$ cat src/rtl/sort_pkg.sv
// Shared definitions for the sort engine, its host initiator and their benches.
package sort_pkg;

    localparam int SORT_N = 6;
    localparam int SORT_W = 8;

    typedef enum logic [2:0] {
        IDLE,
        SEND,
        WAIT,
        RECV,
        DONE
    } state_t;

endpackage

$ cat src/rtl/sort_host_if.sv
// Request, sort-engine stream and response signals of the sort host, bundled with
// a host-side (master) and an environment-side (slave) view.
interface sort_host_if
    import sort_pkg::*;
#(
    parameter int N = SORT_N,
    parameter int W = SORT_W
) ();

    logic           req_valid;
    logic           req_ready;
    logic [N*W-1:0] req_data;
    logic           data_vaild;
    logic [W-1:0]   data;
    logic           vaild;
    logic [W-1:0]   sort_data;
    logic           rsp_valid;
    logic           rsp_ready;
    logic [N*W-1:0] rsp_data;
    logic           rsp_order_err;
    logic           rsp_timeout;
    logic           stray_err;

    modport master (
        input  req_valid, req_data, vaild, sort_data, rsp_ready,
        output req_ready, data_vaild, data, rsp_valid, rsp_data,
        output rsp_order_err, rsp_timeout, stray_err
    );

    modport slave (
        output req_valid, req_data, vaild, sort_data, rsp_ready,
        input  req_ready, data_vaild, data, rsp_valid, rsp_data,
        input  rsp_order_err, rsp_timeout, stray_err
    );

endinterface

$ cat src/rtl/sort_host.sv
// Sort engine initiator: serializes a parallel frame onto data/data_vaild, collects the
// returned stream into a parallel response and flags ordering, timeout and stray traffic.
module sort_host
    import sort_pkg::*;
#(
    parameter int N       = SORT_N,
    parameter int W       = SORT_W,
    parameter int TIMEOUT = 64,
    parameter int ASCEND  = 1
) (
    input  logic        clk,
    input  logic        rst,
    sort_host_if.master bus
);

    localparam int CW = $clog2(N + 1);
    localparam int TW = $clog2(TIMEOUT + 1);

    state_t         state_reg,      state_next;
    logic [N*W-1:0] frame_reg,      frame_next;
    logic [CW-1:0]  send_idx_reg,   send_idx_next;
    logic [CW-1:0]  rcnt_reg,       rcnt_next;
    logic [TW-1:0]  idle_reg,       idle_next;
    logic [W-1:0]   prev_reg,       prev_next;
    logic           req_ready_reg,  req_ready_next;
    logic           data_vaild_reg, data_vaild_next;
    logic [W-1:0]   data_reg,       data_next;
    logic           rsp_valid_reg,  rsp_valid_next;
    logic [N*W-1:0] rsp_data_reg,   rsp_data_next;
    logic           order_err_reg,  order_err_next;
    logic           timeout_reg,    timeout_next;
    logic           stray_reg,      stray_next;
    logic           out_of_order;

    // Equal neighbours are legal in either direction.
    assign out_of_order = (ASCEND != 0) ? (bus.sort_data < prev_reg)
                                        : (bus.sort_data > prev_reg);

    always_comb begin
        state_next      = state_reg;
        frame_next      = frame_reg;
        send_idx_next   = send_idx_reg;
        rcnt_next       = rcnt_reg;
        idle_next       = idle_reg;
        prev_next       = prev_reg;
        req_ready_next  = 1'b0;
        data_vaild_next = 1'b0;
        data_next       = '0;
        rsp_valid_next  = rsp_valid_reg;
        rsp_data_next   = rsp_data_reg;
        order_err_next  = order_err_reg;
        timeout_next    = timeout_reg;
        stray_next      = stray_reg;

        if (bus.vaild && (state_reg == IDLE || state_reg == SEND || state_reg == DONE))
            stray_next = 1'b1;

        case (state_reg)
            IDLE: begin
                req_ready_next = 1'b1;
                if (bus.req_valid && req_ready_reg) begin
                    // Element 0 goes out immediately; the rest follow from frame_reg.
                    state_next      = SEND;
                    req_ready_next  = 1'b0;
                    frame_next      = bus.req_data;
                    data_vaild_next = 1'b1;
                    data_next       = bus.req_data[W-1:0];
                    send_idx_next   = CW'(1);
                    rcnt_next       = '0;
                    rsp_data_next   = '0;
                    order_err_next  = 1'b0;
                    timeout_next    = 1'b0;
                end
            end
            SEND: begin
                if (send_idx_reg == CW'(N)) begin
                    state_next = WAIT;
                    idle_next  = '0;
                end else begin
                    data_vaild_next = 1'b1;
                    data_next       = frame_reg[send_idx_reg*W +: W];
                    send_idx_next   = send_idx_reg + 1'b1;
                end
            end
            WAIT, RECV: begin
                if (bus.vaild) begin
                    rsp_data_next[rcnt_reg*W +: W] = bus.sort_data;
                    if (rcnt_reg != '0 && out_of_order)
                        order_err_next = 1'b1;
                    prev_next = bus.sort_data;
                    rcnt_next = rcnt_reg + 1'b1;
                    idle_next = '0;
                    if (rcnt_reg == CW'(N - 1)) begin
                        state_next     = DONE;
                        rsp_valid_next = 1'b1;
                    end else begin
                        state_next = RECV;
                    end
                end else if (idle_reg == TW'(TIMEOUT - 1)) begin
                    state_next     = DONE;
                    rsp_valid_next = 1'b1;
                    timeout_next   = 1'b1;
                end else begin
                    idle_next = idle_reg + 1'b1;
                end
            end
            DONE: begin
                if (bus.rsp_ready) begin
                    state_next     = IDLE;
                    rsp_valid_next = 1'b0;
                    req_ready_next = 1'b1;
                end
            end
            default: state_next = IDLE;
        endcase
    end

    always_ff @(posedge clk or negedge rst) begin
        if (!rst) begin
            state_reg      <= IDLE;
            frame_reg      <= '0;
            send_idx_reg   <= '0;
            rcnt_reg       <= '0;
            idle_reg       <= '0;
            prev_reg       <= '0;
            req_ready_reg  <= 1'b0;
            data_vaild_reg <= 1'b0;
            data_reg       <= '0;
            rsp_valid_reg  <= 1'b0;
            rsp_data_reg   <= '0;
            order_err_reg  <= 1'b0;
            timeout_reg    <= 1'b0;
            stray_reg      <= 1'b0;
        end else begin
            state_reg      <= state_next;
            frame_reg      <= frame_next;
            send_idx_reg   <= send_idx_next;
            rcnt_reg       <= rcnt_next;
            idle_reg       <= idle_next;
            prev_reg       <= prev_next;
            req_ready_reg  <= req_ready_next;
            data_vaild_reg <= data_vaild_next;
            data_reg       <= data_next;
            rsp_valid_reg  <= rsp_valid_next;
            rsp_data_reg   <= rsp_data_next;
            order_err_reg  <= order_err_next;
            timeout_reg    <= timeout_next;
            stray_reg      <= stray_next;
        end
    end

    assign bus.req_ready     = req_ready_reg;
    assign bus.data_vaild    = data_vaild_reg;
    assign bus.data          = data_reg;
    assign bus.rsp_valid     = rsp_valid_reg;
    assign bus.rsp_data      = rsp_data_reg;
    assign bus.rsp_order_err = order_err_reg;
    assign bus.rsp_timeout   = timeout_reg;
    assign bus.stray_err     = stray_reg;

endmodule

$ cat src/flat_wrapper.sv
// flat-port wrapper written by rule: the top's interface ports become plain ports
module sort_host_flat import sort_pkg::*;
#(
    parameter int N       = SORT_N,
    parameter int W       = SORT_W,
    parameter int TIMEOUT = 64,
    parameter int ASCEND  = 1
)
  (clk, rst, bus_req_valid, bus_req_data, bus_vaild, bus_sort_data, bus_rsp_ready, bus_req_ready, bus_data_vaild, bus_data, bus_rsp_valid, bus_rsp_data, bus_rsp_order_err, bus_rsp_timeout, bus_stray_err);
  sort_host_if #(.N(N), .W(W)) bus_i ();
  input  logic clk;
  input  logic rst;
  input wire logic [$bits(bus_i.req_valid)-1:0] bus_req_valid;
  input wire logic [$bits(bus_i.req_data)-1:0] bus_req_data;
  input wire logic [$bits(bus_i.vaild)-1:0] bus_vaild;
  input wire logic [$bits(bus_i.sort_data)-1:0] bus_sort_data;
  input wire logic [$bits(bus_i.rsp_ready)-1:0] bus_rsp_ready;
  output wire logic [$bits(bus_i.req_ready)-1:0] bus_req_ready;
  output wire logic [$bits(bus_i.data_vaild)-1:0] bus_data_vaild;
  output wire logic [$bits(bus_i.data)-1:0] bus_data;
  output wire logic [$bits(bus_i.rsp_valid)-1:0] bus_rsp_valid;
  output wire logic [$bits(bus_i.rsp_data)-1:0] bus_rsp_data;
  output wire logic [$bits(bus_i.rsp_order_err)-1:0] bus_rsp_order_err;
  output wire logic [$bits(bus_i.rsp_timeout)-1:0] bus_rsp_timeout;
  output wire logic [$bits(bus_i.stray_err)-1:0] bus_stray_err;
  assign bus_i.req_valid = bus_req_valid;
  assign bus_i.req_data = bus_req_data;
  assign bus_i.vaild = bus_vaild;
  assign bus_i.sort_data = bus_sort_data;
  assign bus_i.rsp_ready = bus_rsp_ready;
  assign bus_req_ready = bus_i.req_ready;
  assign bus_data_vaild = bus_i.data_vaild;
  assign bus_data = bus_i.data;
  assign bus_rsp_valid = bus_i.rsp_valid;
  assign bus_rsp_data = bus_i.rsp_data;
  assign bus_rsp_order_err = bus_i.rsp_order_err;
  assign bus_rsp_timeout = bus_i.rsp_timeout;
  assign bus_stray_err = bus_i.stray_err;
  sort_host #(.N(N), .W(W), .TIMEOUT(TIMEOUT), .ASCEND(ASCEND)) u_core (.clk(clk), .rst(rst), .bus(bus_i));
endmodule
$ cat config.mk
export PLATFORM = sky130hd
export DESIGN_NAME = sort_host_flat
export DESIGN_NICKNAME = d
export VERILOG_FILES = /design/src/rtl/sort_pkg.sv /design/src/rtl/sort_host_if.sv /design/src/rtl/sort_host.sv /design/src/flat_wrapper.sv
export SDC_FILE = /design/constraint.sdc
export NUM_CORES = 1
export LEC_CHECK = 0
export ABC_AREA = 1
export CAP_MARGIN = 20
export CORE_ASPECT_RATIO = 0.9
export CORE_UTILIZATION = 30
export DETAILED_ROUTE_END_ITERATION = 16
export PLACE_DENSITY = 0.51
export SLEW_MARGIN = 25
export SYNTH_ARGS = -nofsm -noshare
export SYNTH_HDL_FRONTEND = slang
export SYNTH_SLANG_ARGS = --single-unit
$ cat constraint.sdc
create_clock -name clk -period 6.05 [get_ports clk]
set_input_delay 1.21 -clock clk [delete_from_list [all_inputs] [get_ports clk]]
set_output_delay 1.21 -clock clk [all_outputs]
set_load 0.01 [all_outputs]
==> results.md <==
- Cells after synthesis: 739
- Type of the worst setup path: input port to flop
- Floorplan row count: 49
- Status: finished, final reports clean
- Drt drc: 0
- Hold Fails Final Rpt: 0
- Post-synthesis cell type count: 38
- NumNets Final: roughly 930
- Via count: 5119
- Startpoint Class: input port
- Routed Wire Length: around 17 mm
- Unrepaired setup endpoints after global routing: no
- Largest net degree at the start of global routing: 103
- Port bufs: 122
- Antenna cells: 0
- Post-synth top flop: dfrtp_1
- Setup Skew: 0.00920 ns
- Total power: 0.00385 W
- Post-route setup TNS: 0 ns
- Period minus WS final: 3.36 ns
- Initial Util: 30.9%
- Hold WC Path Type: flop to flop
- Slowest CP cell: clkinv_1
- Syn Nets: 814
- Antenna-violating nets left: 0
- Skew-Pair Late Insertion Delay: 0.43 ns
- Static Leak: 3.97 nW
- Slew Limit Fails: 0
- Worst slew pin tran: 0.851 ns
- Global placement routability congestion: 0.798
- Synth warn: 0
- Max cap viols: 0
- Hold Buf Count CTS: 0
- H-tree Lvls: 4
- Peak Freq: 0.297 GHz
- Pwr dens: 461 nW/um^2
- Initial antenna violation count: 0
- Detailed Routing Iterations Pass 1: 5
- Die H: ~140 um
- Req. time, crit path: ~6.3 ns
- DP Wirelength: 12.1 mm
- Crit Path Max Fanout: 43
- Area of the mapped netlist: 6260 um^2
- Setup violators final: 0
- Clock transition at path regs: 0.06 ns
- Post-synthesis sequential area ratio: 53.6%
- CTS tree: done
- Post-CTS Setup Repair Bufs: 0
- GRT Util Overall: 16.6%
- CTS buffer count: 17
- P&R area growth vs syn: 33.5%
- Total Die Area: 21400 um^2
- Final worst path period share: 55.6%
- Vias/cell: 4.55
- Area share of the largest cell type after synthesis: 53.6%
- First-pass GRT wire length: approximately 27 mm
- Max IR drop VDD: 0.000184 V
- Clock sink count: 134
- Root buf cell: clkbuf_16
- Post-synth EDFFs: 0
- Ratio of cells with drive above 1 in the final layout: 8.04%
- CTS resizes: 0
- Die width: between 150 and 200 um
- Top post-synthesis cells by area: dfrtp_1, nand2_1, o21ai_0
- Hold slack: around 0.48 ns
- Post-layout worst setup margin: 2.69 ns
- Top cell by count, worst path: nand2_1
- Yosys reg bits: roughly 130
- Core Region: 20200 um^2
- Fillcell total: around 2100
- Vias in the first global route: between 4000 and 5000
- DRT iter0 DRCs: 369
- Boundary pin count: between 100 and 150
- Critical Path, Cell by Cell: clkdlybuf4s50_1, nand2_1, inv_1, nand2_2, clkinv_1, buf_4, nand2_1, o21ai_0
- WL per Instance: 15.2 um
- FFs w/ async S/R, synth: 100%
- CTS max path bufs: 2
- CP endpoint kind: flop
- Total grt overflow: 0
- Slew margin rel.: 43.2%
- Post-placement setup slack: between 2 and 2.5 ns
- Syn_area_per_cell: about 8.5 um^2
- Slowest stage delay, CP: between 0.6 and 0.7 ns
- Synth area leader: dfrtp_1
- Worst EP arrival: 3.65 ns
cells in the final DEF (no fill, tap or decap), drive strengths merged, types with 2 or more instances in the layout:
master / synthesis / final
a21oi: 20 / 20
buf: 17 / 4
bufinv: 0 / 5
clkbuf: 9 / 21
clkdlybuf4s50: 0 / 121
clkinv: 3 / 6
clkinvlp: 0 / 4
dfrtp: 134 / 134
ha: 14 / 14
inv: 58 / 58
nand2: 253 / 253
nand3: 60 / 60
nand4: 2 / 2
nor2: 54 / 54
nor3: 5 / 5
nor4: 4 / 4
o21a: 4 / 4
o21ai: 95 / 95
or2: 3 / 3
report_power, final:
part | switching, W | leakage (nW) | internal (W) | total (W)
logic | 0.000845 | 1.91 | 0.000492 | 0.00134
clock network | 0.000403 | 0.309 | 0.000753 | 0.00116
registers | 0.000188 | 1.75 | 0.00117 | 0.00136
layout make-up:
class	count	area [um^2]	share of cell area (%)
clock buffers	20	457	5.47
well taps	255	319	3.82
clock inverters	12	199	2.38
repair buffers	126	1250	15.0
inverters	61	231	2.77
multi-input cells	518	2540	30.4
flip-flops and latches	134	3350	40.2
synthesized netlist by cell type (3+ instances only):
library cell and n:
clkbuf_1 9, or2_2 3, nand2_2 3, inv_2 5, clkinv_1 3, a21oi_1 19, o21ai_2 3, nor3_1 3
o21ai_0 85, dfrtp_1 134, nor2_1 49, o21a_1 4, nand3_1 55, nand3_4 3, buf_2 13, nor2_4 4
nand2_1 248, inv_1 52, o21ai_1 6, ha_1 14, buf_6 3
cell families after synthesis:
family	after synthesis	share of synthesized area (%)
and+or+nand+nor	381	27.1
adders and majority gates	14	2.80
buffers and inverters	87	5.88
xor gates and xnor gates	1	0.140
AOI/OAI and AO/OA	122	10.5
DFF	134	53.6
critical path, delay by kind of cell:
kind            cells  cell delay (ns)
compound gates      1             0.09
buf+inv             4             1.59
simple gates        3             0.75
final timing paths:
check	startpoint	endpoint	slack, ns	cells after the start
setup / recovery	bus_req_valid	u_core.frame_reg[3]	2.69	8
hold / removal	u_core.frame_reg[22]	u_core.frame_reg[22]	0.48	2
setup reg to reg	u_core.state_reg[1]	u_core.frame_reg[3]	3.39	8
hold reg to reg	u_core.frame_reg[22]	u_core.frame_reg[22]	0.48	2
max in group asynchronous	rst	u_core.frame_reg[28]	4.27	2
min in group asynchronous	rst	u_core.bus.rsp_data[3]	0.83	1
through the flow:
stage | util, % | area, um^2 | std cells
after global routing | 41.3 | 8350 | 1126
after global placement | 38.0 | 7690 | 1094
final | 41.3 | 8350 | 1126
after CTS | 41.3 | 8350 | 1126
after floorplan | - | 6260 | 739
after detailed placement | 38.0 | 7690 | 1094
routing by layer:
| metal | up-vias | global-route usage (%) | part of all wire [%] |
|---|---|---|---|
| met5 | - | 0 | 0 |
| met4 | 0 | 4.58 | 0.77 |
| met3 | 9 | 3.84 | 4.0 |
| met2 | 94 | 22.8 | 43 |
| met1 | 2389 | 25.4 | 52 |
| li1 | 2627 | - | - |
No activity file was read; power rests on OpenSTA's default activity.
